`config.mk`:
```
export PLATFORM = sky130hd
export DESIGN_NAME = iir_sos_seq_flat
export DESIGN_NICKNAME = d
export VERILOG_FILES = /design/src/rtl/iir_sos_seq_if.sv /design/src/rtl/iir_sos_seq.sv /design/src/flat_wrapper.sv
export SDC_FILE = /design/constraint.sdc
export NUM_CORES = 1
export LEC_CHECK = 0
export CORE_MARGIN = 2
export CORE_UTILIZATION = 40
export DETAILED_ROUTE_END_ITERATION = 6
export PLACE_DENSITY = 0.8
export RECOVER_POWER = 25
export SETUP_SLACK_MARGIN = 0.5
export SKIP_LAST_GASP = 1
export SLEW_MARGIN = 25
export SYNTH_ARGS = -nofsm -noshare
export SYNTH_HDL_FRONTEND = slang
export SYNTH_SLANG_ARGS = --single-unit
export TNS_END_PERCENT = 50
```
`constraint.sdc`:
```
create_clock -name c_clk -period 1.9 [get_ports c_clk]
set_clock_uncertainty 0.15 [all_clocks]
set_input_delay 0.285 -clock c_clk [delete_from_list [all_inputs] [get_ports c_clk]]
set_output_delay 0.285 -clock c_clk [all_outputs]
set_load 0.03 [all_outputs]
```
`src/rtl/iir_sos_seq_if.sv`:
```
// Bundles the sample, coefficient and result handshakes plus the IIR-section
// control lines that pass between the sequencer and its surroundings.
//   slave  : sequencer side (iir_sos_seq)
//   master : environment side (sample source, config writer, IIR section)
interface iir_sos_seq_if #(
    parameter int unsigned SAMP_WH  = 3,
    parameter int unsigned SAMP_FR  = 22,
    parameter int unsigned COEFF_WH = 2,
    parameter int unsigned COEFF_FR = 15
);
    localparam int unsigned SAMP_W  = SAMP_WH + SAMP_FR;
    localparam int unsigned COEFF_W = COEFF_WH + COEFF_FR;

    logic               in_valid;
    logic               in_ready;
    logic [SAMP_W-1:0]  in_data;
    logic               cfg_valid;
    logic               cfg_ready;
    logic [1:0]         cfg_addr;
    logic [COEFF_W-1:0] cfg_data;
    logic               sos_ce;
    logic               sos_mult_sel;
    logic               sos_c_we;
    logic [1:0]         sos_c_addr;
    logic [COEFF_W-1:0] sos_c_in;
    logic [SAMP_W-1:0]  sos_din;
    logic [SAMP_W-1:0]  sos_dout;
    logic               out_valid;
    logic [SAMP_W-1:0]  out_data;
    logic [2:0]         loaded;
    logic               cfg_err;

    modport slave (
        input  in_valid, in_data, cfg_valid, cfg_addr, cfg_data, sos_dout,
        output in_ready, cfg_ready, sos_ce, sos_mult_sel, sos_c_we, sos_c_addr,
               sos_c_in, sos_din, out_valid, out_data, loaded, cfg_err
    );

    modport master (
        output in_valid, in_data, cfg_valid, cfg_addr, cfg_data, sos_dout,
        input  in_ready, cfg_ready, sos_ce, sos_mult_sel, sos_c_we, sos_c_addr,
               sos_c_in, sos_din, out_valid, out_data, loaded, cfg_err
    );
endinterface

```
`src/rtl/iir_sos_seq.sv`:
```
// Sequencer for one second-order IIR section: accepts samples and coefficient
// writes, drives the section's ce / mult_sel / coefficient port / din from flops,
// and returns the section result with a one-cycle out_valid pulse.
// Ports:
//   c_clk : clock (posedge)
//   nrst  : asynchronous active-low reset
//   bus   : iir_sos_seq_if.slave (sample in, config in, section control, result out)
module iir_sos_seq #(
    parameter int unsigned SAMP_WH  = 3,
    parameter int unsigned SAMP_FR  = 22,
    parameter int unsigned COEFF_WH = 2,
    parameter int unsigned COEFF_FR = 15
) (
    input  logic           c_clk,
    input  logic           nrst,
    iir_sos_seq_if.slave   bus
);
    localparam int unsigned SAMP_W  = SAMP_WH + SAMP_FR;
    localparam int unsigned COEFF_W = COEFF_WH + COEFF_FR;

    typedef enum logic [2:0] {
        ST_IDLE = 3'd0,
        ST_LOAD = 3'd1,
        ST_MAC0 = 3'd2,
        ST_MAC1 = 3'd3,
        ST_CAPT = 3'd4,
        ST_OUT  = 3'd5
    } state_t;

    state_t             state_q, state_d;
    logic               sos_ce_q, sos_ce_d;
    logic               sos_mult_sel_q, sos_mult_sel_d;
    logic               sos_c_we_q, sos_c_we_d;
    logic [1:0]         sos_c_addr_q, sos_c_addr_d;
    logic [COEFF_W-1:0] sos_c_in_q, sos_c_in_d;
    logic [SAMP_W-1:0]  sos_din_q, sos_din_d;
    logic               out_valid_q, out_valid_d;
    logic [SAMP_W-1:0]  out_data_q, out_data_d;
    logic [2:0]         loaded_q, loaded_d;
    logic               cfg_err_q, cfg_err_d;
    logic               in_ready_c;
    logic               cfg_ready_c;

    // State and output registers
    always_ff @(posedge c_clk or negedge nrst) begin
        if (!nrst) begin
            state_q        <= ST_IDLE;
            sos_ce_q       <= 1'b0;
            sos_mult_sel_q <= 1'b0;
            sos_c_we_q     <= 1'b0;
            sos_c_addr_q   <= 2'd0;
            sos_c_in_q     <= '0;
            sos_din_q      <= '0;
            out_valid_q    <= 1'b0;
            out_data_q     <= '0;
            loaded_q       <= 3'b000;
            cfg_err_q      <= 1'b0;
        end else begin
            state_q        <= state_d;
            sos_ce_q       <= sos_ce_d;
            sos_mult_sel_q <= sos_mult_sel_d;
            sos_c_we_q     <= sos_c_we_d;
            sos_c_addr_q   <= sos_c_addr_d;
            sos_c_in_q     <= sos_c_in_d;
            sos_din_q      <= sos_din_d;
            out_valid_q    <= out_valid_d;
            out_data_q     <= out_data_d;
            loaded_q       <= loaded_d;
            cfg_err_q      <= cfg_err_d;
        end
    end

    // Next-state and next-output logic; each sos_* value is decided one state
    // early so the section sees it straight from a flop.
    always_comb begin
        state_d        = state_q;
        sos_ce_d       = 1'b0;
        sos_mult_sel_d = 1'b0;
        sos_c_we_d     = 1'b0;
        sos_c_addr_d   = sos_c_addr_q;
        sos_c_in_d     = sos_c_in_q;
        sos_din_d      = sos_din_q;
        out_valid_d    = 1'b0;
        out_data_d     = out_data_q;
        loaded_d       = loaded_q;
        cfg_err_d      = cfg_err_q;

        cfg_ready_c    = (state_q == ST_IDLE);
        // Config wins over samples, so a pending write hides in_ready.
        in_ready_c     = (state_q == ST_IDLE) && (loaded_q == 3'b111) && !bus.cfg_valid;

        case (state_q)
            ST_IDLE: begin
                if (bus.cfg_valid) begin
                    state_d      = ST_LOAD;
                    sos_c_addr_d = bus.cfg_addr;
                    sos_c_in_d   = bus.cfg_data;
                    case (bus.cfg_addr)
                        2'd0:    begin sos_c_we_d = 1'b1; loaded_d[0] = 1'b1; end
                        2'd1:    begin sos_c_we_d = 1'b1; loaded_d[1] = 1'b1; end
                        2'd2:    begin sos_c_we_d = 1'b1; loaded_d[2] = 1'b1; end
                        default: cfg_err_d = 1'b1;
                    endcase
                end else if (bus.in_valid && in_ready_c) begin
                    state_d   = ST_MAC0;
                    sos_din_d = bus.in_data;
                    sos_ce_d  = 1'b1;
                end
            end
            ST_LOAD: state_d = ST_IDLE;
            ST_MAC0: begin
                state_d        = ST_MAC1;
                sos_ce_d       = 1'b1;
                sos_mult_sel_d = 1'b1;
            end
            // ce falls entering CAPT; the section updates its output then.
            ST_MAC1: state_d = ST_CAPT;
            ST_CAPT: state_d = ST_OUT;
            ST_OUT: begin
                state_d     = ST_IDLE;
                out_data_d  = bus.sos_dout;
                out_valid_d = 1'b1;
            end
            default: state_d = ST_IDLE;
        endcase
    end

    assign bus.in_ready     = in_ready_c;
    assign bus.cfg_ready    = cfg_ready_c;
    assign bus.sos_ce       = sos_ce_q;
    assign bus.sos_mult_sel = sos_mult_sel_q;
    assign bus.sos_c_we     = sos_c_we_q;
    assign bus.sos_c_addr   = sos_c_addr_q;
    assign bus.sos_c_in     = sos_c_in_q;
    assign bus.sos_din      = sos_din_q;
    assign bus.out_valid    = out_valid_q;
    assign bus.out_data     = out_data_q;
    assign bus.loaded       = loaded_q;
    assign bus.cfg_err      = cfg_err_q;
endmodule

```
`src/flat_wrapper.sv`:
```
// flat-port wrapper written by rule: the top's interface ports become plain ports
module iir_sos_seq_flat 
#(
    parameter int unsigned SAMP_WH  = 3,
    parameter int unsigned SAMP_FR  = 22,
    parameter int unsigned COEFF_WH = 2,
    parameter int unsigned COEFF_FR = 15
)
  (c_clk, nrst, bus_in_valid, bus_in_data, bus_cfg_valid, bus_cfg_addr, bus_cfg_data, bus_sos_dout, bus_in_ready, bus_cfg_ready, bus_sos_ce, bus_sos_mult_sel, bus_sos_c_we, bus_sos_c_addr, bus_sos_c_in, bus_sos_din, bus_out_valid, bus_out_data, bus_loaded, bus_cfg_err);
  iir_sos_seq_if #(.SAMP_WH(SAMP_WH), .SAMP_FR(SAMP_FR), .COEFF_WH(COEFF_WH), .COEFF_FR(COEFF_FR)) bus_i ();
  input  logic c_clk;
  input  logic nrst;
  input wire logic [$bits(bus_i.in_valid)-1:0] bus_in_valid;
  input wire logic [$bits(bus_i.in_data)-1:0] bus_in_data;
  input wire logic [$bits(bus_i.cfg_valid)-1:0] bus_cfg_valid;
  input wire logic [$bits(bus_i.cfg_addr)-1:0] bus_cfg_addr;
  input wire logic [$bits(bus_i.cfg_data)-1:0] bus_cfg_data;
  input wire logic [$bits(bus_i.sos_dout)-1:0] bus_sos_dout;
  output wire logic [$bits(bus_i.in_ready)-1:0] bus_in_ready;
  output wire logic [$bits(bus_i.cfg_ready)-1:0] bus_cfg_ready;
  output wire logic [$bits(bus_i.sos_ce)-1:0] bus_sos_ce;
  output wire logic [$bits(bus_i.sos_mult_sel)-1:0] bus_sos_mult_sel;
  output wire logic [$bits(bus_i.sos_c_we)-1:0] bus_sos_c_we;
  output wire logic [$bits(bus_i.sos_c_addr)-1:0] bus_sos_c_addr;
  output wire logic [$bits(bus_i.sos_c_in)-1:0] bus_sos_c_in;
  output wire logic [$bits(bus_i.sos_din)-1:0] bus_sos_din;
  output wire logic [$bits(bus_i.out_valid)-1:0] bus_out_valid;
  output wire logic [$bits(bus_i.out_data)-1:0] bus_out_data;
  output wire logic [$bits(bus_i.loaded)-1:0] bus_loaded;
  output wire logic [$bits(bus_i.cfg_err)-1:0] bus_cfg_err;
  assign bus_i.in_valid = bus_in_valid;
  assign bus_i.in_data = bus_in_data;
  assign bus_i.cfg_valid = bus_cfg_valid;
  assign bus_i.cfg_addr = bus_cfg_addr;
  assign bus_i.cfg_data = bus_cfg_data;
  assign bus_i.sos_dout = bus_sos_dout;
  assign bus_in_ready = bus_i.in_ready;
  assign bus_cfg_ready = bus_i.cfg_ready;
  assign bus_sos_ce = bus_i.sos_ce;
  assign bus_sos_mult_sel = bus_i.sos_mult_sel;
  assign bus_sos_c_we = bus_i.sos_c_we;
  assign bus_sos_c_addr = bus_i.sos_c_addr;
  assign bus_sos_c_in = bus_i.sos_c_in;
  assign bus_sos_din = bus_i.sos_din;
  assign bus_out_valid = bus_i.out_valid;
  assign bus_out_data = bus_i.out_data;
  assign bus_loaded = bus_i.loaded;
  assign bus_cfg_err = bus_i.cfg_err;
  iir_sos_seq #(.SAMP_WH(SAMP_WH), .SAMP_FR(SAMP_FR), .COEFF_WH(COEFF_WH), .COEFF_FR(COEFF_FR)) u_core (.c_clk(c_clk), .nrst(nrst), .bus(bus_i));
endmodule
```
==> flow_metrics.tcl, run 1 <==
set metrics [dict create \
    worstMarginPinSlew_ns 0.652 \
    max-clock-path-buffers 2 \
    layout.cells.non_filler 458 \
    synth_area_leaders "dfrtp_1, mux2_2, mux2_4" \
    grtUsageTotal_pct 16.7 \
    ios 152 \
    drive_gt1_share_pct 53.9 \
    status "complete, no violations" \
    nFillCells 592 \
    drt_iter0_markers 31 \
    finalNetCount 426 \
    synth_area_leader_cell "dfrtp_1" \
    dr.pass1.iters 3 \
    path_max_fanout 2 \
    grt_pass1_vias 2205 \
    cts.clk_slew.worst_paths_ns 0.08 \
    arrival_ns 1.34 \
    yosysSeqAreaShare_pct 64.8 \
    final_util_pct 63.4 \
    slowest_delay_ns 0.49 \
    port_buffers 151 \
    cts-root-buf "clkbuf_8" \
    leakage_nw 2.29 \
    cts.sinks 80 \
    p_int_mw 5.47 \
    die_area_um2 8450 \
    antenna_left 0 \
    required_ns 1.46 \
    cellPowerDensity_nw_per_um2 1900 \
    gp_routability_congestion 0.720 \
    cts-htree-levels 3 \
    startpoint_type "input pin" \
    numCtsBuffers 9 \
    dp.cells 432 \
    setup-violations-final 0 \
    layout_min_cycle_time_ns 1.78 \
    synth_area_um2 3090 \
    syn_to_final_growth_pct 56.1 \
    overflow 0 \
    ff_latch_area_um2 2010 \
    cpMaxStageDelayCell "clkdlybuf4s50_1" \
    vias 2096 \
    diodes 0 \
    hp-class "flip-flop to flip-flop" \
    critPathBufInv 2 \
    rows 32 \
    ys_ff_latch 80 \
    clock_latency_ns 0.34 \
    cp_cell_sequence "clkdlybuf4s50_1 -> and4b_2 -> and2_4 -> buf_6" \
    detail_route.vias_per_cell 4.58 \
    drt-total-wl_um 7190 \
    synth_cells 179 \
    grt_max_degree 39 \
    cp_top_family "buffers and inverters" \
    finalCritPeriodShare_pct 93.5 \
    synth.distinct_cells 21 \
    synth_top_cell_area_share_pct 64.8 \
    syn_avg_cell_area_um2 17.3 \
    start_util_pct 40.6 \
    wl_per_cell_um 15.7 \
    power.share.sequential_pct 32.3 \
    layout_commonest_cell "dfrtp_1" \
    hold_viol 0 \
    switchingPower_mw 3.71 \
    rsz0062_at_grt "yes" \
    die_y_um 91.9 \
    ir_drop_v 0.000884 \
    cts_tree "done" \
    antenna_found_initial 0 \
    endpoint_kind "primary output" \
    dp_hpwl_um 4940 \
    slew_headroom_pct 56.5 \
    multiInputGateArea_um2 1080 \
    reg2reg_slack_ns 0.22 \
    p_comb_share_pct 53.3 \
    drc 0 \
    grt_pass1_wl_um 11000 \
    max_freq_mhz 563 \
    core_um2 7610 \
    synthesis.nets 252 \
    die_width_um 91.9 \
    path_class "input pin to primary output" \
    clockPowerShare_pct 14.5 \
    yosysWarnings 0 \
    p_sw_share_pct 40.5 \
    max_cap_violations 0 \
    final_cell_mix "dfrtp_1, buf_2, clkdlybuf4s50_1, mux2_4, mux2_2" \
    maxSlewViolCount 0 \
]
power by group through the flow:
stage | Combinational, mW | Clock, mW | Sequential (mW)
after floorplan | 1.43 | 0 | 4.57
final | 4.89 | 1.33 | 2.96
after detailed placement | 5.11 | 0 | 3.03
after global placement | 5.03 | 0 | 3.00
after CTS | 4.55 | 1.37 | 2.97
after global routing | 5.14 | 1.45 | 3.06
synth_stat cells (all sizes together):
master / number
nand3: 1
dfrtp: 80
and2: 2
nand3b: 1
nor3: 2
mux2: 69
a211oi: 1
nand2b: 2
a31o: 4
and4b: 1
buf: 8
inv: 3
mux2i: 1
o21ai: 2
nor2: 1
a21boi: 1
final cells by class:
cell class                 count  area share, %
sequential                    80           41.6
timing repair buffer         171           28.8
multi-input combinational     88           22.4
clock buffer                  11           2.93
tap                          102           2.65
clock inverter                 3           1.40
inverter                       3          0.233
cells by family after synthesis:
kind of cell	count (synthesis)	share of synthesized area [%]
mux	70	27.7
buf+inv	11	2.75
compound gates	8	1.94
simple gates	10	2.87
flops	80	64.8
per-layer routing:
layer  share of wire [%]  track usage (%)
met4                 1.9             8.08
met2                  51             27.8
met5                   0                0
met1                  42             20.4
met3                 5.8             3.78
registers in the layout (all words and copies together), names as in the netlist:
signal,count
u_core.bus.sos_c_addr,2
u_core.bus.sos_din,25
u_core.bus.cfg_err,1
u_core.bus.sos_ce,1
u_core.bus.sos_c_we,1
u_core.state_q,3
u_core.bus.out_data,25
u_core.bus.sos_mult_sel,1
u_core.bus.loaded,3
u_core.bus.sos_c_in,17
u_core.bus.out_valid,1
final timing paths:
check / startpoint / cells after the start / endpoint
max: bus_cfg_valid / 4 / bus_in_ready
max in group asynchronous: nrst / 3 / u_core.state_q[0]$_DFFE_PN0P_
min reg2reg: u_core.bus.cfg_err$_DFFE_PN0P_ / 1 / u_core.bus.cfg_err$_DFFE_PN0P_
max reg2reg: u_core.state_q[2]$_DFFE_PN0P_ / 6 / u_core.bus.sos_din[6]$_DFFE_PN0P_
min: u_core.bus.cfg_err$_DFFE_PN0P_ / 1 / u_core.bus.cfg_err$_DFFE_PN0P_
min in group asynchronous: nrst / 2 / u_core.bus.sos_c_in[15]$_DFFE_PN0P_
through the flow:
stage / TNS (ns) / total power, mW / area, um^2 / setup slack (ns) / hold WS [ns]
floorplan: -0.0707 / 6.00 / 3110 / -0.00608 / -0.161
global placement: 0 / 8.03 / 4780 / 0.0145 / 0.0616
detailed placement: -0.0632 / 8.15 / 4780 / -0.0153 / 0.0659
CTS: 0 / 8.89 / 4680 / 0.100 / 0.245
global route: 0 / 9.65 / 4820 / 0.0624 / 0.367
finish: 0 / 9.18 / 4820 / 0.123 / 0.328
repair_timing:
item	4_1_cts	5_1_grt
hold buffers	1	0
setup buffers	4	4
setup endpoints to repair	153	81
resized for setup	380	25
pin swaps	1	1
hold endpoints to repair	25	0
cloned	0	3
Power figures use the tool's default switching activity.
==> run 2, diff against run 1 <==
- CORE_MARGIN: 2 -> 10
- SLEW_MARGIN: 25 -> default
==> flow_metrics.tcl, run 2 (synthesis results as in run 1) <==
set metrics [dict create \
    leakage_nw 2.18 \
    die_area_um2 11600 \
    ir_drop_v 0.000798 \
    worstRegToRegCells 6 \
    slew_headroom_pct 51.9 \
    finalCritPeriodShare_pct 93.2 \
    die_y_um 108 \
    cts-htree-levels 3 \
    cp.depth 4 \
    grtUsageTotal_pct 13.8 \
    diodes 0 \
    detail_route.vias_per_cell 4.58 \
    overflow 0 \
    cts-root-buf "clkbuf_8" \
    drc 0 \
    final_cell_mix "dfrtp_1, buf_2, clkdlybuf4s50_1, mux2_2, mux2_4" \
    setup-violations-final 0 \
    start_util_pct 41.9 \
    cts.sinks 80 \
    critPathBufInv 2 \
    slowest_delay_ns 0.43 \
    final_cell_area_um2 4630 \
    hold_depth 1 \
    antenna_left 0 \
    die_width_um 108 \
    rows 31 \
    clock_latency_ns 0.34 \
    dp_slack_ns -0.0272 \
    antenna_found_initial 0 \
    ios 152 \
    required_ns 1.46 \
    status "complete, no violations" \
    drt_iter0_markers 47 \
    startpoint_type "flip-flop" \
    dr.pass1.iters 4 \
    r2r_start "u_core.state_q[2]$_DFFE_PN0P_" \
    drive_gt1_share_pct 48.7 \
    syn_to_final_growth_pct 49.9 \
    drt-total-wl_um 8010 \
    grt_pass1_vias 2269 \
    maxSlewViolCount 0 \
    rsz0062_at_grt "yes" \
    path_max_fanout 3 \
    layout_min_cycle_time_ns 1.77 \
    crit_top_cell "buf_6" \
    fin_ws_ns 0.130 \
    grt_pass1_wl_um 12600 \
    cts_tree "done" \
    hold_viol 0 \
    numCtsBuffers 9 \
    whs_endpoint "u_core.bus.cfg_err$_DFFE_PN0P_" \
    vias 2071 \
    max-clock-path-buffers 2 \
    cts.clk_slew.worst_paths_ns 0.08 \
    timing.rr.end "u_core.bus.sos_din[5]$_DFFE_PN0P_" \
    cpMaxStageDelayCell "dfrtp_2" \
    max_freq_mhz 565 \
    endpoint_kind "primary output" \
    arrival_ns 1.34 \
    layout.cells.non_filler 452 \
    dp_hpwl_um 6270 \
    hold_path_startpoint "u_core.bus.cfg_err$_DFFE_PN0P_" \
    hp-class "flip-flop to flip-flop" \
    cp_cell_sequence "nor3_4 -> buf_6 -> and2_4 -> buf_6" \
    finalNetCount 421 \
    dp.cells 430 \
    max_cap_violations 0 \
    cellPowerDensity_nw_per_um2 1840 \
    layout_commonest_cell "dfrtp_1" \
    core_um2 7370 \
    tns_ns 0 \
    gp_routability_congestion 0.687 \
    post_dp_cell_area_um2 4770 \
    grt_max_degree 35 \
    path_class "flip-flop to primary output" \
    port_buffers 151 \
    wl_per_cell_um 17.7 \
    reg2reg_slack_ns 0.23 \
    worstMarginPinSlew_ns 0.722 \
    cp_top_family "flip-flops" \
]
[run 2: cell count changes in the layout (fill, tap and decap cells not counted), moves of 2 or more]
cell and delta:
bufinv_16 -2, clkbuf_16 -2, clkbuf_2 -2, clkinvlp_4 +2, mux2_1 +12, mux2_2 +4, mux2_4 -16
[run 2: how the worst max path moves through the flow]
stage,startpoint,end,slack (ns)
finish,u_core.state_q[2]$_DFFE_PN0P_,bus_in_ready,0.13
global route,u_core.state_q[2]$_DFFE_PN0P_,bus_in_ready,0.08
CTS,u_core.state_q[1]$_DFFE_PN0P_,bus_in_ready,0.10
detailed placement,bus_cfg_valid,u_core.bus.sos_din[11]$_DFFE_PN0P_,-0.03
global placement,bus_cfg_valid,u_core.bus.sos_din[18]$_DFFE_PN0P_,0.02
floorplan,u_core.state_q[2]$_DFFE_PN0P_,u_core.bus.sos_c_in[2]$_DFFE_PN0P_,-0.006
[run 2: power by group]
group	internal, mW	switching (mW)
clock network	0.479	0.595
registers	2.54	0.415
logic	1.83	2.68
[run 2: metrics by stage]
step	utilization, %	hold WS (ns)	power (mW)
finish	62.9	0.317	8.54
global route	62.9	0.339	9.03
CTS	62.5	0.254	8.63
detailed placement	64.8	0.0802	8.23
global placement	64.8	0.0743	8.11
floorplan	-	-0.161	6.00
[run 2: layer usage]
| layer | GRT usage [%] | part of all wire [%] | vias up |
|---|---|---|---|
| met5 | 0 | 0 | - |
| met3 | 5.33 | 8.1 | 8 |
| met2 | 23.4 | 51 | 85 |
| met1 | 15.6 | 40 | 1008 |
| li1 | - | - | 970 |
| met4 | 4.29 | 0.86 | 0 |
[run 2: final cells by class]
class                   instances  area (um^2)
fillers                       611         2740
inverters                       3         11.3
repair buffers                166         1310
clock buffers                  12          135
clock inverters                 4         31.3
well taps                      99          124
flip-flops and latches         80         2010
multi-input cells              88         1020
[run 2: what timing repair did]
action	in CTS	in global routing
hold buffers	1	0
setup endpoints to repair	155	81
hold endpoints to repair	27	0
buffers inserted	3	2
pin swaps	1	1
resized for setup	381	4
[run 2: worst reg2reg max path, cell delays in order (launching register included)]
cell and delay, ns:
dfrtp_2 0.43, nor3_4 0.21, buf_6 0.12, buf_4 0.10, nand3_4 0.08, buf_12 0.17, mux2_4 0.30
